`src/rtl/ptx_call_sched_if.sv`:
```
// Bundle of the call-scheduler signals shared between the transactor
// request logic / PTX channel (master) and the scheduler itself (slave).
interface ptx_call_sched_if #(
  parameter int N_REQ = 4,
  parameter int TW    = 8
);
  logic                       callEvOn;
  logic [1:0]                 dly;
  logic [N_REQ-1:0]           req;
  logic [N_REQ*TW-1:0]        reqTag;
  logic [N_REQ-1:0]           gnt;
  logic                       callEv;
  logic [TW-1:0]              callTag;
  logic [$clog2(N_REQ)-1:0]   callSrc;
  logic                       xptRtn;
  logic [N_REQ-1:0]           done;
  logic                       tmoErr;
  logic                       hasPTX;

  modport master (
    output callEvOn, dly, req, reqTag, xptRtn,
    input  gnt, callEv, callTag, callSrc, done, tmoErr, hasPTX
  );

  modport slave (
    input  callEvOn, dly, req, reqTag, xptRtn,
    output gnt, callEv, callTag, callSrc, done, tmoErr, hasPTX
  );
endinterface

```
`src/rtl/ptx_call_sched.sv`:
```
// Round-robin scheduler putting one call at a time from N_REQ requesters
// onto the single PTX call channel, waiting for the export return (with a
// timeout) and then holding off for a programmable gap before the next call.
module ptx_call_sched #(
  parameter int N_REQ   = 4,
  parameter int TW      = 8,
  parameter int TMO_CYC = 1024
) (
  input logic             uClk,
  input logic             uRst,
  ptx_call_sched_if.slave bus
);

  localparam int IW = $clog2(N_REQ);
  localparam int CW = $clog2(TMO_CYC);
  localparam logic [N_REQ-1:0] ONE_HOT0 = N_REQ'(1);

  typedef enum logic [1:0] {IDLE, ISSUE, WAIT, GAP} state_t;

  state_t            state_q;
  logic [IW-1:0]     ptr_q;
  logic [IW-1:0]     idx_q;
  logic [TW-1:0]     callTag_q;
  logic [1:0]        dly_q;
  logic [1:0]        gapCnt_q;
  logic [CW-1:0]     waitCnt_q;
  logic [CW-1:0]     waitCnt_d;
  logic [N_REQ-1:0]  gnt_q;
  logic [N_REQ-1:0]  done_q;
  logic              callEv_q;
  logic              tmoErr_q;
  logic              hasPTX_q;

  logic              pickValid;
  logic [IW-1:0]     pickIdx;
  logic [TW-1:0]     pickTag;
  logic              tmoHit;

  // Round-robin pick: scan downward so the requester closest to ptr wins.
  always_comb begin
    pickValid = 1'b0;
    pickIdx   = '0;
    for (int i = N_REQ - 1; i >= 0; i--) begin
      if (bus.req[(int'(ptr_q) + i) % N_REQ]) begin
        pickValid = 1'b1;
        pickIdx   = IW'((int'(ptr_q) + i) % N_REQ);
      end
    end
  end

  assign pickTag   = bus.reqTag[int'(pickIdx)*TW +: TW];
  assign waitCnt_d = waitCnt_q + CW'(1);
  assign tmoHit    = (waitCnt_d == CW'(TMO_CYC - 1));

  // Call sequencing FSM; every output is a register updated here.
  always_ff @(posedge uClk) begin
    if (uRst) begin
      state_q   <= IDLE;
      ptr_q     <= '0;
      idx_q     <= '0;
      callTag_q <= '0;
      dly_q     <= '0;
      gapCnt_q  <= '0;
      waitCnt_q <= '0;
      gnt_q     <= '0;
      done_q    <= '0;
      callEv_q  <= 1'b0;
      tmoErr_q  <= 1'b0;
      hasPTX_q  <= 1'b0;
    end else begin
      callEv_q <= 1'b0;
      gnt_q    <= '0;
      done_q   <= '0;
      case (state_q)
        IDLE: begin
          if (bus.callEvOn && pickValid) begin
            idx_q     <= pickIdx;
            callTag_q <= pickTag;
            callEv_q  <= 1'b1;
            gnt_q     <= ONE_HOT0 << pickIdx;
            hasPTX_q  <= 1'b1;
            state_q   <= ISSUE;
          end
        end
        ISSUE: begin
          dly_q     <= bus.dly;
          ptr_q     <= (idx_q == IW'(N_REQ - 1)) ? '0 : idx_q + IW'(1);
          waitCnt_q <= '0;
          state_q   <= WAIT;
        end
        WAIT: begin
          waitCnt_q <= waitCnt_d;
          if (bus.xptRtn || tmoHit) begin
            if (!bus.xptRtn) begin
              tmoErr_q <= 1'b1;
            end
            done_q <= ONE_HOT0 << idx_q;
            if (dly_q != 2'd0) begin
              gapCnt_q <= dly_q - 2'd1;
              state_q  <= GAP;
            end else begin
              hasPTX_q <= 1'b0;
              state_q  <= IDLE;
            end
          end
        end
        GAP: begin
          if (gapCnt_q == 2'd0) begin
            hasPTX_q <= 1'b0;
            state_q  <= IDLE;
          end else begin
            gapCnt_q <= gapCnt_q - 2'd1;
          end
        end
        default: begin
          hasPTX_q <= 1'b0;
          state_q  <= IDLE;
        end
      endcase
    end
  end

  assign bus.gnt     = gnt_q;
  assign bus.callEv  = callEv_q;
  assign bus.callTag = callTag_q;
  assign bus.callSrc = idx_q;
  assign bus.done    = done_q;
  assign bus.tmoErr  = tmoErr_q;
  assign bus.hasPTX  = hasPTX_q;

endmodule
```
`src/flat_wrapper.sv`:
```
// flat-port wrapper written by rule: the top's interface ports become plain ports
module ptx_call_sched_flat 
#(
  parameter int N_REQ   = 4,
  parameter int TW      = 8,
  parameter int TMO_CYC = 1024
)
  (uClk, uRst, bus_callEvOn, bus_dly, bus_req, bus_reqTag, bus_xptRtn, bus_gnt, bus_callEv, bus_callTag, bus_callSrc, bus_done, bus_tmoErr, bus_hasPTX);
  ptx_call_sched_if #(.N_REQ(N_REQ), .TW(TW)) bus_i ();
  input logic uClk;
  input logic uRst;
  input wire logic [$bits(bus_i.callEvOn)-1:0] bus_callEvOn;
  input wire logic [$bits(bus_i.dly)-1:0] bus_dly;
  input wire logic [$bits(bus_i.req)-1:0] bus_req;
  input wire logic [$bits(bus_i.reqTag)-1:0] bus_reqTag;
  input wire logic [$bits(bus_i.xptRtn)-1:0] bus_xptRtn;
  output wire logic [$bits(bus_i.gnt)-1:0] bus_gnt;
  output wire logic [$bits(bus_i.callEv)-1:0] bus_callEv;
  output wire logic [$bits(bus_i.callTag)-1:0] bus_callTag;
  output wire logic [$bits(bus_i.callSrc)-1:0] bus_callSrc;
  output wire logic [$bits(bus_i.done)-1:0] bus_done;
  output wire logic [$bits(bus_i.tmoErr)-1:0] bus_tmoErr;
  output wire logic [$bits(bus_i.hasPTX)-1:0] bus_hasPTX;
  assign bus_i.callEvOn = bus_callEvOn;
  assign bus_i.dly = bus_dly;
  assign bus_i.req = bus_req;
  assign bus_i.reqTag = bus_reqTag;
  assign bus_i.xptRtn = bus_xptRtn;
  assign bus_gnt = bus_i.gnt;
  assign bus_callEv = bus_i.callEv;
  assign bus_callTag = bus_i.callTag;
  assign bus_callSrc = bus_i.callSrc;
  assign bus_done = bus_i.done;
  assign bus_tmoErr = bus_i.tmoErr;
  assign bus_hasPTX = bus_i.hasPTX;
  ptx_call_sched #(.N_REQ(N_REQ), .TW(TW), .TMO_CYC(TMO_CYC)) u_core (.uClk(uClk), .uRst(uRst), .bus(bus_i));
endmodule
```
`config.mk`:
```
export PLATFORM = sky130hd
export DESIGN_NAME = ptx_call_sched_flat
export DESIGN_NICKNAME = d
export VERILOG_FILES = /design/src/rtl/ptx_call_sched_if.sv /design/src/rtl/ptx_call_sched.sv /design/src/flat_wrapper.sv
export SDC_FILE = /design/constraint.sdc
export NUM_CORES = 1
export LEC_CHECK = 0
export ABC_AREA = 1
export BUFFER_PORTS_ARGS = -buffer_cell sky130_fd_sc_hd__buf_4
export CORE_MARGIN = 1
export CORE_UTILIZATION = 49
export DETAILED_ROUTE_END_ITERATION = 8
export PLACE_DENSITY = 0.75
export SYNTH_ARGS = -nofsm -noshare
export SYNTH_HDL_FRONTEND = slang
export SYNTH_SLANG_ARGS = --single-unit
export TNS_END_PERCENT = 1
```
`constraint.sdc`:
```
create_clock -name uClk -period 1.9 [get_ports uClk]
set_input_delay 0.38 -clock uClk [delete_from_list [all_inputs] [get_ports uClk]]
set_output_delay 0.38 -clock uClk [all_outputs]
set_load 0.03 [all_outputs]
```
-- Word-level counts from Yosys, hierarchy flattened
Index checks and enable logic that the tools add are counted.
- input bits: 42
- logic and storage cells: 100
- output and inout port bits: 21
- register bits after elaboration: 39
- bitwise gates (word level): 8
- multiplexer cells: 36
- magnitude comparators: 4
- shifts and indexed selects: 3
- equal/unequal tests: 11
- reductions and logical operators: 19
- add/sub/neg operators: 7
- operator list (operator ; count):
    $shiftx 32x6->8 ; 1
    $mux 2 ; 12
    $pmux 10 s2 ; 1
    $mux 1 ; 16
    $lt 3x4->1 const B ; 3
    $add 10x1->10 const B ; 1
    $eq 10x10->1 const B ; 1
    $bmux 1 s2 ; 4
    $ne 2x1->1 const B ; 4
    $pmux 2 s4 ; 1
    $reduce_or 2->1 ; 4
    $shl 1x2->4 const A ; 2
    $eq 2x2->1 const B ; 3
    $reduce_and 3->1 ; 2
    $reduce_bool 2->1 ; 3
    $reduce_or 3->1 ; 2
    $not 1->1 ; 5
    $reduce_and 5->1 ; 1
    $add 2x1->2 const B ; 2
    $add 2x2->2 const B ; 2
    $logic_not 2->1 ; 2
    $ne 2x2->1 const B ; 2
    $pmux 2 s2 ; 1
    $reduce_and 4->1 ; 1
    9 further kinds ; 12

-- Depth between registers and ports, before layout
Gate-level depths: netlist (run 1).
- depth in word-level cells: 13
- gate-level depth with buffers: 18
- depth with buffers taken out: 16

-- Worst setup path after synthesis (run 1)
OpenSTA, ideal clock, no wires.
- path type: reg2reg
- start point: reg u_core.waitCnt_q[0]
- end point: reg u_core.state_q[0]
- buffers on the path: 0
- data arrival time: 1.501 ns
- stages on the path, launching flop included: 14
- slack: 0.286 ns
- period minus slack after synthesis: 1.614 ns
- required time: 1.787 ns
- setup time: 0.113 ns
- cell sequence: dfxtp_1 ha_1 nand2_1 inv_1 nor2_1 nand2_1 nor2_1 nand2_1 nor2_1 nand3_2 nand3_2 nand3_1 nor2_1 nor2_1
- word-level cells in the longest chain between the ends: 5
- ends and longest elaborated chain (what ; line ; text):
    start, declared ; ptx_call_sched.sv:26 ; logic [CW-1:0] waitCnt_q;
    start signal, assigned ; ptx_call_sched.sv:92 ; waitCnt_q <= waitCnt_d;
    $add 10x1->10 ; ptx_call_sched.sv:52 ; assign waitCnt_d = waitCnt_q + CW'(1);
    $eq 10x10->1 ; ptx_call_sched.sv:53 ; assign tmoHit = (waitCnt_d == CW'(TMO_CYC - 1));
    $logic_or 1x1->1 ; ptx_call_sched.sv:93 ; if (bus.xptRtn || tmoHit) begin
    $ne 2x1->1 (no line) ; n/a ;
    $reduce_and 3->1 (no line) ; n/a ;
    end signal, assigned ; ptx_call_sched.sv:58 ; state_q <= IDLE;
    end signal, assigned ; ptx_call_sched.sv:100 ; state_q <= GAP;
    end signal, assigned ; ptx_call_sched.sv:103 ; state_q <= IDLE;
    end, declared ; ptx_call_sched.sv:20 ; state_t state_q;
Every way passes these cells.
A chain may end at the register's enable or synchronous reset.

-- Worst setup path after layout (run 1)
- start point: reg u_core.ptr_q[0]
- end point: reg u_core.callTag_q[0], in the netlist u_core.bus.callTag[0]
- word-level cells in the longest chain between the ends: 10
- elaborated cells between the ends (all ways): 25
- those cells by class: add/sub (3); shift (1); mux (19); reduce/logical (2)
- ends and longest elaborated chain (what ; line ; text):
    start, declared ; ptx_call_sched.sv:21 ; logic [IW-1:0] ptr_q;
    start signal, assigned ; ptx_call_sched.sv:87 ; ptr_q <= (idx_q == IW'(N_REQ - 1)) ? '0 : idx_q + IW'(1);
    parallel branches: the longest is 10 deep, another holds $add 2x2->2 ; n/a ;
    end signal, assigned ; ptx_call_sched.sv:78 ; callTag_q <= pickTag;
    end, declared ; ptx_call_sched.sv:23 ; logic [TW-1:0] callTag_q;
Several ways; the timed one is not identified. The select of a mux whose other input is x is not followed.

==> report_table.html, run 1 <==
<table>
<tr><th>Metric</th><th>Value</th></tr>
<tr><th colspan="2">Clock network</th></tr>
<tr><td>CTS clk-pin slew, worst paths</td><td>approximately 0.08 ns</td></tr>
<tr><td>Clock tree root driver cell</td><td>clkbuf_8</td></tr>
<tr><td>CTS tree</td><td>yes</td></tr>
<tr><td>Clock latency of the later-clocked register in the worst-skew pair</td><td>0.29 ns</td></tr>
<tr><td>Clock buffer depth</td><td>2</td></tr>
<tr><td>Hold buffers post-CTS</td><td>0</td></tr>
<tr><td>CTS H-tree lvls</td><td>2</td></tr>
<tr><td>Buffers inserted during post-CTS setup optimization</td><td>0</td></tr>
<tr><td>Number of buffers added by the clock tree synthesis step</td><td>5</td></tr>
<tr><td>Sinks on the clock net</td><td>39</td></tr>
<tr><th colspan="2">Timing</th></tr>
<tr><td>Final critical-path required period</td><td>about 1.7 ns</td></tr>
<tr><td>Sum Neg Setup Slack</td><td>0 ns</td></tr>
<tr><td>Final Skew</td><td>0.006675 ns</td></tr>
<tr><td>Count of final setup violators</td><td>0</td></tr>
<tr><td>Setup repair after global routing missed its margin</td><td>no</td></tr>
<tr><td>Max Clk Rate</td><td>around 580 MHz</td></tr>
<tr><td>Final hold violations</td><td>0</td></tr>
<tr><td>Slew at the pin closest to its max-slew limit</td><td>between 0.3 and 0.4 ns</td></tr>
<tr><td>Final period utilization</td><td>0.9036</td></tr>
<tr><td>Number of slew-limit violations in the final report</td><td>0</td></tr>
<tr><td>Relative slew slack</td><td>0.7945</td></tr>
<tr><th colspan="2">Global routing</th></tr>
<tr><td>Number of antenna violations at the first check in global routing</td><td>0</td></tr>
<tr><td>Via count of the first global-routing pass</td><td>2222</td></tr>
<tr><td>Maximum number of pins on one net before global-route repair</td><td>21</td></tr>
<tr><td>First-pass GRT wire length</td><td>between 9000 and 10000 µm</td></tr>
<tr><td>Global route total overflow</td><td>0</td></tr>
<tr><td>Global-route total usage across every layer</td><td>0.2311</td></tr>
<tr><th colspan="2">Synth</th></tr>
<tr><td>Sequential share of the synthesized area</td><td>0.3248</td></tr>
<tr><td>Synth Net Count</td><td>417</td></tr>
<tr><td>Top cells by area in the synthesized netlist</td><td>dfxtp_1 32%, nand2_1 16%, nand3_1 8.7%</td></tr>
<tr><td>Dominant synthesized flop cell</td><td>dfxtp_1</td></tr>
<tr><td>Number of synthesized register bits</td><td>39</td></tr>
<tr><td>Fraction of synthesis flops using an asynchronous set or reset pin</td><td>0</td></tr>
<tr><td>Cell with the most instances after synthesis</td><td>nand2_1</td></tr>
<tr><td>Syn Area/Cell</td><td>about 6.6 µm²</td></tr>
<tr><td>Leading area contributor after synthesis</td><td>dfxtp_1</td></tr>
<tr><td>Number of synthesis warnings</td><td>0</td></tr>
<tr><td>Count of flip-flops with a built-in enable after synthesis</td><td>0</td></tr>
<tr><td>Cells after synthesis</td><td>approximately 370</td></tr>
<tr><td>Area share of the largest cell type after synthesis</td><td>0.3248</td></tr>
<tr><td>Count of cell types in the netlist</td><td>29</td></tr>
<tr><td>Synth top cells by count</td><td>101 x nand2_1, 49 x inv_1, 42 x nand3_1, 39 x dfxtp_1, 27 x nor2_1</td></tr>
<tr><td>Post-synthesis instance area</td><td>about 0.0024 mm²</td></tr>
<tr><th colspan="2">Worst setup path</th></tr>
<tr><td>R2r setup slk</td><td>between 0.15 and 0.2 ns</td></tr>
<tr><td>CP required</td><td>between 2 and 2.5 ns</td></tr>
<tr><td>CP Capture Type</td><td>flop</td></tr>
<tr><td>Slowest cell on the critical path</td><td>dfxtp_2</td></tr>
<tr><td>CP Launch Type</td><td>flop</td></tr>
<tr><td>Terminus of the critical flop-to-flop path</td><td>u_core.bus.callTag[0]$_SDFFE_PP0N_</td></tr>
<tr><td>Crit Path Max Fanout</td><td>17</td></tr>
<tr><td>Beginning of the worst register-to-register path</td><td>u_core.ptr_q[0]$_SDFFE_PP0N_</td></tr>
<tr><td>Series of cell instances along the critical path</td><td>inv_4 -&gt; nand2_1 -&gt; nand2_1 -&gt; nand3_1 -&gt; nand2_2 -&gt; nand2_4 -&gt; nand2_2 -&gt; nand2_4 -&gt; buf_4 -&gt; nand3b_1 -&gt; nand3_1 -&gt; nand3_1 -&gt; nand2_1 -&gt; inv_1</td></tr>
<tr><td>CP peak stage delay</td><td>between 0.4 and 0.5 ns</td></tr>
<tr><td>Category of the most critical setup path</td><td>reg2reg</td></tr>
<tr><td>Worst Reg2Reg Path Length in Cells</td><td>14</td></tr>
<tr><td>Data arrival, critical path</td><td>1.91 ns</td></tr>
<tr><th colspan="2">Hold path</th></tr>
<tr><td>Number of instances on the worst hold path</td><td>2</td></tr>
<tr><td>Hold Path End</td><td>u_core.bus.tmoErr$_SDFFE_PP0P_</td></tr>
<tr><td>Worst Min Path Start</td><td>bus_xptRtn</td></tr>
<tr><td>Min-delay worst type</td><td>in2reg</td></tr>
<tr><th colspan="2">Cells and area</th></tr>
<tr><td>Number of antenna cells inserted</td><td>0</td></tr>
<tr><td># nets final</td><td>between 400 and 500</td></tr>
<tr><td>Final-layout fill cell count</td><td>about 460</td></tr>
<tr><td>Final core area utilization</td><td>0.6461</td></tr>
<tr><td>Layout Area Growth over Synthesis</td><td>26.97%</td></tr>
<tr><td>Share of cells above drive strength 1</td><td>0.2304</td></tr>
<tr><td>Area of the multi-input gates</td><td>around 0.0014 mm²</td></tr>
<tr><td>FF+latch area</td><td>between 700 and 800 µm²</td></tr>
<tr><th colspan="2">Detailed routing</th></tr>
<tr><td>Drt wl/cell</td><td>about 11 µm</td></tr>
<tr><td>Post-DRT Antenna Nets</td><td>0</td></tr>
<tr><td>Drt first-iter violations</td><td>around 130</td></tr>
<tr><td>Overall via count from detail_route</td><td>between 2000 and 2500</td></tr>
<tr><td>Final routed wirelength across all metal layers</td><td>between 5000 and 6000 µm</td></tr>
<tr><td>First-pass iteration count of the detailed router</td><td>4</td></tr>
<tr><td>DRC violation count after routing</td><td>0</td></tr>
<tr><td>Number of vias per cell after detailed routing</td><td>around 4.8</td></tr>
<tr><th colspan="2">Placed design</th></tr>
<tr><td>Gp weighted congestion</td><td>about 0.90</td></tr>
<tr><td>Port Buf Inserts</td><td>just over 60</td></tr>
<tr><td>Final HPWL from detailed placement</td><td>about 4000 µm</td></tr>
<tr><th colspan="2">Die</th></tr>
<tr><td>Floorplan die area</td><td>0.005189 mm²</td></tr>
<tr><td>Die boundary height</td><td>roughly 72 µm</td></tr>
<tr><td>Die width</td><td>a little over 70 µm</td></tr>
<tr><td>Number of primary I/O pins</td><td>63</td></tr>
<tr><td>Core footprint</td><td>roughly 0.0047 mm²</td></tr>
<tr><td>Row Count</td><td>25</td></tr>
<tr><td>Starting utilization of the core area</td><td>0.5089</td></tr>
<tr><th colspan="2">Power</th></tr>
<tr><td>VDD IR-drop max</td><td>about 0.75 mV</td></tr>
<tr><td>Power, Total</td><td>approximately 3.6 mW</td></tr>
<tr><td>Power density of the placed cells</td><td>1179 mW/mm²</td></tr>
<tr><td>P_leak</td><td>approximately 1.5 nW</td></tr>
<tr><th colspan="2">Status</th></tr>
<tr><td>Status</td><td>finished clean</td></tr>
<tr><th colspan="2">Flow run</th></tr>
<tr><td>Max-cap check violation count</td><td>0</td></tr>
</table>
-- cell type report --
type,instances,area share
clock buffer,6,0.02378
inverter,56,0.06970
multi-input combinational,261,0.4457
sequential,39,0.2563
tap,67,0.02747
timing repair buffer,72,0.1771
-- critical path, delay by kind of cell, from the launching register on --
kind,cells,cell delay (ns)
buffers and inverters,3,0.29
DFF,1,0.41
and+or+nand+nor,11,0.89
-- routing by layer --
metal | GRT usage | share of wire | vias to the layer above
met1 | 0.2840 | 0.46 | 1032
met3 | 0.06111 | 0.061 | 5
li1 | - | - | 1306
met5 | 0 | 0 | -
met4 | 0.06536 | 0.010 | 0
met2 | 0.3983 | 0.47 | 55
-- state kept, by name, indices dropped and copies added, names as in the netlist --
| register | count |
|---|---|
| u_core.waitCnt_q | 10 |
| u_core.bus.tmoErr | 1 |
| u_core.dly_q | 2 |
| u_core.state_q | 2 |
| u_core.bus.done | 4 |
| u_core.bus.hasPTX | 1 |
| u_core.bus.callSrc | 2 |
| u_core.bus.callEv | 1 |
| u_core.bus.callTag | 8 |
| u_core.gapCnt_q | 2 |
| u_core.bus.gnt | 4 |
| u_core.ptr_q | 2 |
-- through the flow --
| step | cell area, µm² | std cells | setup slack [ns] | hold WS [ns] |
|---|---|---|---|---|
| global placement | 2960 | 495 | 0.1305 | 0.4434 |
| floorplan | 2404 | 366 | 0.2862 | 0.4448 |
| detailed placement | 2960 | 495 | 0.06444 | 0.4511 |
| finish | 3052 | 501 | 0.1831 | 0.2881 |
| CTS | 3033 | 501 | 0.03513 | 0.2864 |
| global route | 3052 | 501 | 0.009029 | 0.2958 |
-- cell usage in the layout, fill, tap and decap left out --
cell / instances
nand2_1: 101
buf_4: 72
inv_1: 49
nand3_1: 42
dfxtp_1: 38
nor2_1: 25
a21oi_1: 22
nand3b_1: 13
o21ai_0: 12
ha_1: 9
o21a_1: 8
nand4_1: 7
nand2_2: 5
inv_2: 5
clkbuf_8: 5
nor2_2: 4
nand2_4: 3
nand3_4: 2
nand3_2: 2
inv_4: 1
o21bai_1: 1
nor3_1: 1
o211a_1: 1
clkinv_1: 1
xnor2_1: 1
a2bb2oi_1: 1
o31ai_1: 1
clkbuf_1: 1
dfxtp_2: 1
-- kinds of logic (layout without fill, tap and decap cells) --
kind of cell             count (synthesis)  after routing  share of synthesized area
AND/OR/NAND/NOR                        205            205                     0.3982
adder cells (fa/ha/maj)                  9              9                    0.04685
flip-flops                              39             39                     0.3248
AO/OA/AOI/OAI                           46             46                     0.1098
buffers and inverters                   66            134                     0.1166
XOR/XNOR                                 1              1                   0.003645
-- worst max path at each step --
| stage | endpoint | from | slack (ns) | cells after the start |
|---|---|---|---|---|
| after floorplan | u_core.state_q[0]$_SDFFE_PP0P_ | u_core.waitCnt_q[0]$_SDFFE_PP0P_ | 0.29 | 13 |
| after global placement | u_core.bus.callTag[7]$_SDFFE_PP0N_ | u_core.ptr_q[0]$_SDFFE_PP0N_ | 0.13 | 13 |
| after detailed placement | u_core.bus.callTag[0]$_SDFFE_PP0N_ | u_core.ptr_q[0]$_SDFFE_PP0N_ | 0.06 | 13 |
| after CTS | u_core.bus.callTag[0]$_SDFFE_PP0N_ | u_core.ptr_q[0]$_SDFFE_PP0N_ | 0.04 | 13 |
| after global routing | u_core.state_q[0]$_SDFFE_PP0P_ | u_core.waitCnt_q[0]$_SDFFE_PP0P_ | 0.009 | 13 |
| final | u_core.bus.callTag[0]$_SDFFE_PP0N_ | u_core.ptr_q[0]$_SDFFE_PP0N_ | 0.18 | 14 |
-- power by group --
group / total (mW) / switching, mW / internal [mW]
Sequential: 1.09 / 0.115 / 0.978
Clock: 0.518 / 0.273 / 0.245
Combinational: 1.99 / 1.25 / 0.739
Total: 3.60 / 1.64 / 1.96
-- what timing repair did --
item                                    CTS  global route
hold endpoints to repair                  0             0
endpoints found under the setup margin    0            10
resized for setup                         0             5
Note: power is estimated with default switching activity, not from simulation.
==> inputs of run 2 (changes only) <==
Settings changed: CORE_UTILIZATION 49 to 35, PLACE_DENSITY 0.75 to unset, RECOVER_POWER set to 50.
==> run 2 against run 1 <==
The flow now finishes with violations (DRC). Clock-buffer cell count unchanged. Utilization is 18 points lower. Register-to-register slack barely moved. Setup slack lost 0.0084 ns. Maximum frequency is 0.48% lower. First-iteration DRC count down 33%. Wire length up 7.1%. Critical path type unchanged. Highest routed layer unchanged.
==> report_table.html, run 2 (synthesized netlist as in run 1, its figures left out) <==
<table>
<tr><th>Metric</th><th>Value</th></tr>
<tr><th colspan="2">Detailed routing</th></tr>
<tr><td>Number of vias per cell after detailed routing</td><td>4.736 (-1.1%)</td></tr>
<tr><td>Overall via count from detail_route</td><td>2420 (+0.92%)</td></tr>
<tr><td>Final routed wirelength across all metal layers</td><td>5843 µm (+7.1%)</td></tr>
<tr><td>Drt first-iter violations</td><td>86 (-33%)</td></tr>
<tr><td>Drt wl/cell</td><td>11.43 µm (+5.0%)</td></tr>
<tr><td>DRC violation count after routing</td><td>3 (+3)</td></tr>
<tr><td>Post-DRT Antenna Nets</td><td>0 (unchanged)</td></tr>
<tr><td>First-pass iteration count of the detailed router</td><td>6 (+2)</td></tr>
<tr><th colspan="2">Cells and area</th></tr>
<tr><td>Most flops, register</td><td>u_core.waitCnt_q</td></tr>
<tr><td>Most frequent standard cell in the layout excluding fill and tap cells</td><td>nand2_1</td></tr>
<tr><td>Commonest cells after routing, fill and taps aside</td><td>100 x nand2_1, 49 x inv_1, 49 x buf_4, 43 x nand3_1, 38 x dfxtp_1</td></tr>
<tr><td>Count of placed standard cells in the final layout, fillers left out</td><td>511 (+2.0%)</td></tr>
<tr><td>Number of antenna cells inserted</td><td>0 (unchanged)</td></tr>
<tr><td>Layout Area Growth over Synthesis</td><td>25.51%</td></tr>
<tr><td>Final core area utilization</td><td>0.4645 (-0.1816)</td></tr>
<tr><td># nets final</td><td>484 (-0.41%)</td></tr>
<tr><td>Final-layout fill cell count</td><td>692 (+51%)</td></tr>
<tr><td>Share of cells above drive strength 1</td><td>0.1843 (-0.04608)</td></tr>
<tr><td>Number of flip-flops in the largest register</td><td>10 (unchanged)</td></tr>
<tr><th colspan="2">Die</th></tr>
<tr><td>Core footprint</td><td>0.006495 mm² (+38%)</td></tr>
<tr><td>Starting utilization of the core area</td><td>0.3701 (-0.1388)</td></tr>
<tr><td>Die width</td><td>84.87 µm (+18%)</td></tr>
<tr><td>Die boundary height</td><td>84.87 µm (+18%)</td></tr>
<tr><td>Row Count</td><td>29 (+16%)</td></tr>
<tr><td>Number of primary I/O pins</td><td>63 (unchanged)</td></tr>
<tr><td>Floorplan die area</td><td>0.007203 mm² (+39%)</td></tr>
<tr><th colspan="2">Global routing</th></tr>
<tr><td>First-pass GRT wire length</td><td>10070 µm (+5.5%)</td></tr>
<tr><td>Number of antenna violations at the first check in global routing</td><td>0 (unchanged)</td></tr>
<tr><td>Maximum number of pins on one net before global-route repair</td><td>21 (unchanged)</td></tr>
<tr><td>Global route total overflow</td><td>0 (unchanged)</td></tr>
<tr><td>Via count of the first global-routing pass</td><td>2303 (+3.6%)</td></tr>
<tr><td>Global-route total usage across every layer</td><td>0.1710 (-0.06007)</td></tr>
<tr><th colspan="2">Hold path</th></tr>
<tr><td>Min-delay worst type</td><td>in2reg</td></tr>
<tr><th colspan="2">Clock network</th></tr>
<tr><td>Hold buffers post-CTS</td><td>0 (unchanged)</td></tr>
<tr><td>Clock tree root driver cell</td><td>clkbuf_8</td></tr>
<tr><td>Clock latency of the later-clocked register in the worst-skew pair</td><td>0.29 ns (about the same)</td></tr>
<tr><td>Clock buffer depth</td><td>2 (unchanged)</td></tr>
<tr><td>Number of buffers added by the clock tree synthesis step</td><td>5 (unchanged)</td></tr>
<tr><td>Sinks on the clock net</td><td>39 (unchanged)</td></tr>
<tr><td>Buffers inserted during post-CTS setup optimization</td><td>0 (unchanged)</td></tr>
<tr><td>Number of instances resized during post-cts repair</td><td>0 (unchanged)</td></tr>
<tr><td>CTS H-tree lvls</td><td>2 (unchanged)</td></tr>
<tr><td>CTS clk-pin slew, worst paths</td><td>0.08 ns (about the same)</td></tr>
<tr><td>CTS tree</td><td>yes</td></tr>
<tr><th colspan="2">Worst setup path</th></tr>
<tr><td>Timing endpoint of the critical path</td><td>u_core.bus.done[3]$_SDFF_PP0_</td></tr>
<tr><td>Crit Path Max Fanout</td><td>3 (-14)</td></tr>
<tr><td>Category of the most critical setup path</td><td>reg2reg</td></tr>
<tr><td>Worst setup path start</td><td>u_core.waitCnt_q[0]$_SDFFE_PP0P_</td></tr>
<tr><td>Terminus of the critical flop-to-flop path</td><td>u_core.bus.done[3]$_SDFF_PP0_</td></tr>
<tr><td>CP Capture Type</td><td>flop</td></tr>
<tr><td>CP peak stage delay</td><td>0.32 ns (-0.09 ns)</td></tr>
<tr><td>Slowest cell on the critical path</td><td>dfxtp_1</td></tr>
<tr><td>Series of cell instances along the critical path</td><td>ha_1 -&gt; nand2_1 -&gt; inv_1 -&gt; nor2_2 -&gt; nand2_1 -&gt; nor2_1 -&gt; nand2_1 -&gt; nor2_1 -&gt; nand3_2 -&gt; nand2_2 -&gt; nand4_1 -&gt; nor2_1</td></tr>
<tr><td>CP Launch Type</td><td>flop</td></tr>
<tr><td>Worst Reg2Reg Path Length in Cells</td><td>12 (-2)</td></tr>
<tr><td>Beginning of the worst register-to-register path</td><td>u_core.waitCnt_q[0]$_SDFFE_PP0P_</td></tr>
<tr><td>Data arrival, critical path</td><td>1.94 ns (+0.03 ns)</td></tr>
<tr><td>R2r setup slk</td><td>0.17 ns (about the same)</td></tr>
<tr><td>CP required</td><td>2.12 ns (+0.03 ns)</td></tr>
<tr><th colspan="2">Power</th></tr>
<tr><td>P_leak</td><td>1.445 nW (-4.9%)</td></tr>
<tr><td>Power, Total</td><td>3.718 mW (+3.3%)</td></tr>
<tr><td>Power density of the placed cells</td><td>1232 mW/mm² (+4.5%)</td></tr>
<tr><td>VDD IR-drop max</td><td>0.5632 mV (-25%)</td></tr>
<tr><th colspan="2">Timing</th></tr>
<tr><td>Setup repair after global routing missed its margin</td><td>yes</td></tr>
<tr><td>Max Clk Rate</td><td>579.6 MHz (-0.48%)</td></tr>
<tr><td>Final period utilization</td><td>0.9080 (+0.004397)</td></tr>
<tr><td>Final critical-path required period</td><td>1.725 ns (+0.008354 ns)</td></tr>
<tr><td>Number of slew-limit violations in the final report</td><td>0 (unchanged)</td></tr>
<tr><td>Sum Neg Setup Slack</td><td>0 ns (unchanged)</td></tr>
<tr><td>Final hold violations</td><td>0 (unchanged)</td></tr>
<tr><td>Relative slew slack</td><td>0.7318 (-0.06270)</td></tr>
<tr><td>Count of final setup violators</td><td>0 (unchanged)</td></tr>
<tr><td>Slew at the pin closest to its max-slew limit</td><td>0.4019 ns (+0.09683 ns)</td></tr>
<tr><td>Final Skew</td><td>0.005765 ns (-0.0009108 ns)</td></tr>
<tr><th colspan="2">Placed design</th></tr>
<tr><td>Gp weighted congestion</td><td>0.8786 (-2.9%)</td></tr>
<tr><td>Instance count after placement with tap cells included</td><td>503 (+1.6%)</td></tr>
<tr><td>Final HPWL from detailed placement</td><td>4370 µm (+6.7%)</td></tr>
<tr><td>Port Buf Inserts</td><td>62 (unchanged)</td></tr>
<tr><th colspan="2">Flow run</th></tr>
<tr><td>Max-cap check violation count</td><td>0 (unchanged)</td></tr>
<tr><th colspan="2">Status</th></tr>
<tr><td>Violated checks</td><td>DRC</td></tr>
<tr><td>Status</td><td>finished, violations left</td></tr>
</table>
-- run 2: how the worst min path moves through the flow --
stage / from / endpoint / slack [ns] / cells past startpoint
after detailed placement: u_core.bus.tmoErr$_SDFFE_PP0P_ / u_core.bus.tmoErr$_SDFFE_PP0P_ / 0.45 / 2
after global routing: bus_xptRtn / u_core.bus.tmoErr$_SDFFE_PP0P_ / 0.30 / 2
after CTS: bus_xptRtn / u_core.bus.tmoErr$_SDFFE_PP0P_ / 0.28 / 2
after floorplan: u_core.dly_q[0]$_SDFFE_PP0N_ / u_core.dly_q[0]$_SDFFE_PP0N_ / 0.44 / 2
final: bus_xptRtn / u_core.bus.tmoErr$_SDFFE_PP0P_ / 0.29 / 2
after global placement: u_core.bus.tmoErr$_SDFFE_PP0P_ / u_core.bus.tmoErr$_SDFFE_PP0P_ / 0.45 / 2
-- run 2: routing by layer --
layer / up-vias / global-route usage / routed length, µm
met5: - / 0 / 0
met4: 0 / 0.04314 / 36
met3: 4 / 0.03794 / 343
met2: 63 / 0.2853 / 2659
met1: 1051 / 0.2248 / 2803
li1: 1302 / - / -
-- run 2: per-stage QoR --
step                area, µm²  hold slack (ns)  setup WS, ns
detailed placement       2958           0.4506       0.06751
floorplan                2404           0.4448        0.2862
finish                   3017           0.2873        0.1748
CTS                      3075           0.2809       0.05683
global route             3017           0.3002      -0.01870
global placement         2958           0.4528        0.1073
-- run 2: critical path, delay by kind of cell (launching register included) --
family	cells	cell delay, ns
fa+ha+maj	1	0.22
buf+inv	1	0.08
flops	1	0.32
simple gates	10	1.02
-- run 2: report_power, final --
part | total, mW | switching (mW) | internal (mW) | leakage, nW
Combinational | 1.89 | 1.26 | 0.635 | 1.06
Sequential | 1.10 | 0.119 | 0.980 | 0.319
Clock | 0.728 | 0.303 | 0.425 | 0.0612
-- run 2: layout make-up --
type                            instances  area, µm²  area share
Clock buffer                            6      82.58     0.02737
Clock inverter                          2      35.03     0.01161
Inverter                               56      212.7     0.07051
Multi-Input combinational cell        261       1359      0.4504
Sequential cell                        39      784.5      0.2601
Tap cell                               77      96.34     0.03194
Timing Repair Buffer                   70      446.7      0.1481
==> inputs of run 3 (changes only) <==
Settings changed: ABC_AREA 1 to unset, SLEW_MARGIN set to 20.
==> run 3 against run 2 <==
The run now ends clean. Synthesized cell count is 32% lower. Largest cell class unchanged. Cell count is 21% lower. Critical path depth is 5 lower. Largest power group is now registers. Clock power is 13% higher. Final area is 2.6% lower.
==> report_table.html, run 3 <==
<table>
<tr><th>Metric</th><th>Value</th></tr>
<tr><th colspan="2">Synth</th></tr>
<tr><td>Dominant synthesized flop cell</td><td>dfxtp_1</td></tr>
<tr><td>Area share of and/or/nand/nor cells after synthesis</td><td>0.2146 (-0.1836)</td></tr>
<tr><td>Syn Area/Cell</td><td>8.558 µm² (+30%)</td></tr>
<tr><td>Count of cell types in the netlist</td><td>48 (+66%)</td></tr>
<tr><td>Synth top cells by count</td><td>39 x dfxtp_1, 32 x nor2_1, 22 x nand2_1, 21 x mux2i_1, 15 x a21oi_1</td></tr>
<tr><td>Post-synthesis instance area</td><td>0.002140 mm² (-11%)</td></tr>
<tr><td>Count of flip-flops with a built-in enable after synthesis</td><td>0 (unchanged)</td></tr>
<tr><td>Synth Net Count</td><td>301 (-28%)</td></tr>
<tr><td>Fraction of synthesis flops using an asynchronous set or reset pin</td><td>0 (unchanged)</td></tr>
<tr><td>Sequential share of the synthesized area</td><td>0.3649 (+0.04008)</td></tr>
<tr><td>Top cells by area in the synthesized netlist</td><td>dfxtp_1 36%, mux2i_1 9.8%, nor2_1 5.6%</td></tr>
<tr><td>Number of synthesis warnings</td><td>0 (unchanged)</td></tr>
<tr><td>Leading area contributor after synthesis</td><td>dfxtp_1</td></tr>
<tr><td>Number of synthesized register bits</td><td>39 (unchanged)</td></tr>
<tr><td>Cell with the most instances after synthesis</td><td>dfxtp_1</td></tr>
<tr><td>Adder and majority cell fraction of the synthesized area</td><td>0.05263 (+0.005781)</td></tr>
<tr><td>Dominant combinational cell family by area after synthesis</td><td>simple AND/OR/NAND/NOR gates</td></tr>
<tr><td>Area share of the largest cell type after synthesis</td><td>0.3649 (+0.04008)</td></tr>
<tr><td>Compound-Gate Fraction of Synth Area</td><td>0.1614 (+0.05156)</td></tr>
<tr><td>Multiplexer area fraction after synthesis</td><td>0.1404 (+0.1404)</td></tr>
<tr><td>Cells after synthesis</td><td>250 (-32%)</td></tr>
<tr><td>Synthesized-area fraction occupied by xor and xnor cells</td><td>0.01228 (+0.008637)</td></tr>
<tr><th colspan="2">Timing</th></tr>
<tr><td>Minimum hold slack</td><td>0.3313 ns (+0.04394 ns)</td></tr>
<tr><td>Final Skew</td><td>0.003219 ns (-0.002546 ns)</td></tr>
<tr><td>Slew at the pin closest to its max-slew limit</td><td>0.4422 ns (+0.04032 ns)</td></tr>
<tr><td>Final period utilization</td><td>0.9697 (+0.06173)</td></tr>
<tr><td>Number of slew-limit violations in the final report</td><td>0 (unchanged)</td></tr>
<tr><td>Sum Neg Setup Slack</td><td>0 ns (unchanged)</td></tr>
<tr><td>Max Clk Rate</td><td>542.7 MHz (-6.4%)</td></tr>
<tr><td>Relative slew slack</td><td>0.7052 (-0.02659)</td></tr>
<tr><td>Final critical-path required period</td><td>1.843 ns (+0.1173 ns)</td></tr>
<tr><td>Count of final setup violators</td><td>0 (unchanged)</td></tr>
<tr><td>Final hold violations</td><td>0 (unchanged)</td></tr>
<tr><td>PnR worst setup slack</td><td>0.05748 ns (-0.1173 ns)</td></tr>
<tr><th colspan="2">Detailed routing</th></tr>
<tr><td>Drt first-iter violations</td><td>95 (+10%)</td></tr>
<tr><td>First-pass iteration count of the detailed router</td><td>4 (-2)</td></tr>
<tr><td>Overall via count from detail_route</td><td>2039 (-16%)</td></tr>
<tr><td>Drt wl/cell</td><td>13.28 µm (+16%)</td></tr>
<tr><td>Number of vias per cell after detailed routing</td><td>5.022 (+6.0%)</td></tr>
<tr><td>Post-DRT Antenna Nets</td><td>0 (unchanged)</td></tr>
<tr><td>DRC violation count after routing</td><td>0 (-3)</td></tr>
<tr><td>Final routed wirelength across all metal layers</td><td>5393 µm (-7.7%)</td></tr>
<tr><th colspan="2">Clock network</th></tr>
<tr><td>CTS H-tree lvls</td><td>2 (unchanged)</td></tr>
<tr><td>Buffers inserted during post-CTS setup optimization</td><td>0 (unchanged)</td></tr>
<tr><td>Clock latency of the later-clocked register in the worst-skew pair</td><td>0.29 ns (about the same)</td></tr>
<tr><td>Clock tree root driver cell</td><td>clkbuf_8</td></tr>
<tr><td>CTS tree</td><td>yes</td></tr>
<tr><td>Number of buffers added by the clock tree synthesis step</td><td>5 (unchanged)</td></tr>
<tr><td>Sinks on the clock net</td><td>39 (unchanged)</td></tr>
<tr><td>Clock buffer depth</td><td>2 (unchanged)</td></tr>
<tr><td>Hold buffers post-CTS</td><td>0 (unchanged)</td></tr>
<tr><td>CTS clk-pin slew, worst paths</td><td>0.08 ns (about the same)</td></tr>
<tr><th colspan="2">Worst setup path</th></tr>
<tr><td>Family with the most delay on the worst path</td><td>compound AO/OA/AOI/OAI gates</td></tr>
<tr><td>Category of the most critical setup path</td><td>reg2reg</td></tr>
<tr><td>CP Capture Type</td><td>flop</td></tr>
<tr><td>CP required</td><td>2.07 ns (-0.05 ns)</td></tr>
<tr><td>R2r setup slk</td><td>0.06 ns (-0.12 ns)</td></tr>
<tr><td>Crit Path Max Fanout</td><td>6 (+3)</td></tr>
<tr><td>Slowest cell on the critical path</td><td>dfxtp_1</td></tr>
<tr><td>Series of cell instances along the critical path</td><td>ha_4 -&gt; and2_2 -&gt; a32o_1 -&gt; a32o_2 -&gt; a21oi_4 -&gt; o211ai_1 -&gt; o41ai_1</td></tr>
<tr><td>CP Launch Type</td><td>flop</td></tr>
<tr><td>Data arrival, critical path</td><td>2.01 ns (+0.07 ns)</td></tr>
<tr><td>CP peak stage delay</td><td>0.35 ns (+0.03 ns)</td></tr>
<tr><td>Combined buffer and inverter count along the critical path</td><td>0 (-1)</td></tr>
<tr><th colspan="2">Cells and area</th></tr>
<tr><td>Share of cells above drive strength 1</td><td>0.3082 (+0.1238)</td></tr>
<tr><td>Count of placed standard cells in the final layout, fillers left out</td><td>406 (-21%)</td></tr>
<tr><td>Final cell area excluding filler cells</td><td>0.002938 mm² (-2.6%)</td></tr>
<tr><td>Number of antenna cells inserted</td><td>0 (unchanged)</td></tr>
<tr><td>Final core area utilization</td><td>0.4962 (+0.03174)</td></tr>
<tr><td>Final-layout fill cell count</td><td>571 (-17%)</td></tr>
<tr><td>Number of flip-flops in the largest register</td><td>10 (unchanged)</td></tr>
<tr><td>Most flops, register</td><td>u_core.waitCnt_q</td></tr>
<tr><td>Most frequent standard cell in the layout excluding fill and tap cells</td><td>buf_4</td></tr>
<tr><td>Layout Area Growth over Synthesis</td><td>37.31%</td></tr>
<tr><td>Commonest cells after routing, fill and taps aside</td><td>63 x buf_4, 37 x dfxtp_1, 32 x nor2_1, 23 x clkbuf_1, 22 x nand2_1</td></tr>
<tr><td># nets final</td><td>381 (-21%)</td></tr>
<tr><th colspan="2">Die</th></tr>
<tr><td>Starting utilization of the core area</td><td>0.3614 (-0.008694)</td></tr>
<tr><td>Floorplan die area</td><td>0.006430 mm² (-11%)</td></tr>
<tr><td>Number of primary I/O pins</td><td>63 (unchanged)</td></tr>
<tr><td>Row Count</td><td>28 (-3.4%)</td></tr>
<tr><td>Core footprint</td><td>0.005921 mm² (-8.8%)</td></tr>
<tr><td>Die width</td><td>80.19 µm (-5.5%)</td></tr>
<tr><td>Die boundary height</td><td>80.19 µm (-5.5%)</td></tr>
<tr><th colspan="2">Power</th></tr>
<tr><td>P_leak</td><td>1.266 nW (-12%)</td></tr>
<tr><td>VDD IR-drop max</td><td>0.4123 mV (-27%)</td></tr>
<tr><td>Power, Total</td><td>2.732 mW (-27%)</td></tr>
<tr><td>Power density of the placed cells</td><td>929.8 mW/mm² (-25%)</td></tr>
<tr><th colspan="2">Placed design</th></tr>
<tr><td>Total placed instance area</td><td>0.002821 mm² (-4.6%)</td></tr>
<tr><td>Final HPWL from detailed placement</td><td>3924 µm (-10%)</td></tr>
<tr><td>Port Buf Inserts</td><td>62 (unchanged)</td></tr>
<tr><td>Instance count after placement with tap cells included</td><td>398 (-21%)</td></tr>
<tr><td>Worst slack, placed</td><td>-0.04700 ns (-0.1145 ns)</td></tr>
<tr><td>Gp weighted congestion</td><td>0.7428 (-15%)</td></tr>
<tr><th colspan="2">Hold path</th></tr>
<tr><td>Min-delay worst type</td><td>in2reg</td></tr>
<tr><th colspan="2">Global routing</th></tr>
<tr><td>Global route total overflow</td><td>0 (unchanged)</td></tr>
<tr><td>Via count of the first global-routing pass</td><td>1803 (-22%)</td></tr>
<tr><td>Maximum number of pins on one net before global-route repair</td><td>23 (+9.5%)</td></tr>
<tr><td>Number of antenna violations at the first check in global routing</td><td>0 (unchanged)</td></tr>
<tr><td>First-pass GRT wire length</td><td>8404 µm (-17%)</td></tr>
<tr><td>Global-route total usage across every layer</td><td>0.1675 (-0.003574)</td></tr>
<tr><th colspan="2">Flow run</th></tr>
<tr><td>Max-cap check violation count</td><td>0 (unchanged)</td></tr>
<tr><th colspan="2">Status</th></tr>
<tr><td>Status</td><td>finished clean</td></tr>
</table>
-- run 3: kinds of logic (layout without fill, tap and decap cells) --
| group | Yosys count | count (layout) |
|---|---|---|
| AO/OA/AOI/OAI | 50 | 50 |
| flip-flops | 39 | 39 |
| multiplexers | 29 | 29 |
| adder cells (fa/ha/maj) | 9 | 9 |
| XOR/XNOR | 3 | 3 |
| buffers and inverters | 25 | 106 |
| AND/OR/NAND/NOR | 95 | 95 |
-- run 3: where the power goes --
group	internal, mW	leakage, nW	switching [mW]
logic	0.403	0.883	0.530
registers	0.908	0.318	0.0715
clock network	0.525	0.0654	0.295
-- run 3: path summary, 6_finish.rpt --
path                            cells past startpoint                                from                            endpoint
worst max-delay path                                7    u_core.waitCnt_q[1]$_SDFFE_PP0P_      u_core.state_q[1]$_SDFFE_PP0P_
worst min-delay path                                3                          bus_dly[1]        u_core.dly_q[1]$_SDFFE_PP0N_
worst max register to register                      7    u_core.waitCnt_q[1]$_SDFFE_PP0P_      u_core.state_q[1]$_SDFFE_PP0P_
worst min register to register                      2  u_core.bus.callTag[0]$_SDFFE_PP0N_  u_core.bus.callTag[0]$_SDFFE_PP0N_
-- run 3: timing repair --
action | in CTS | in global routing
cloned | 0 | 0
endpoints found under the setup margin | 5 | 9
gates resized for setup | 2 | 15
pin swaps | 1 | 7
-- run 3: worst reg2reg max path, stage by stage (launching register included) --
cell      delay [ns]
dfxtp_1         0.35
ha_4            0.19
and2_2          0.21
a32o_1          0.24
a32o_2          0.25
a21oi_4         0.24
o211ai_1        0.16
o41ai_1         0.10
-- run 3: routing by layer --
layer / part of all wire / track usage
met5: 0 / 0
met4: 0.012 / 0.05357
met3: 0.034 / 0.03295
met2: 0.48 / 0.2598
met1: 0.48 / 0.2311
-- run 3: area by class of cell --
class / instances / area [µm²] / share of cell area
timing repair buffer: 86 / 575.6 / 0.1959
clock buffer: 6 / 72.57 / 0.02470
sequential: 39 / 783.3 / 0.2666
clock inverter: 2 / 60.06 / 0.02044
inverter: 12 / 45.04 / 0.01533
tap: 75 / 93.84 / 0.03194
multi-input combinational: 186 / 1308 / 0.4451
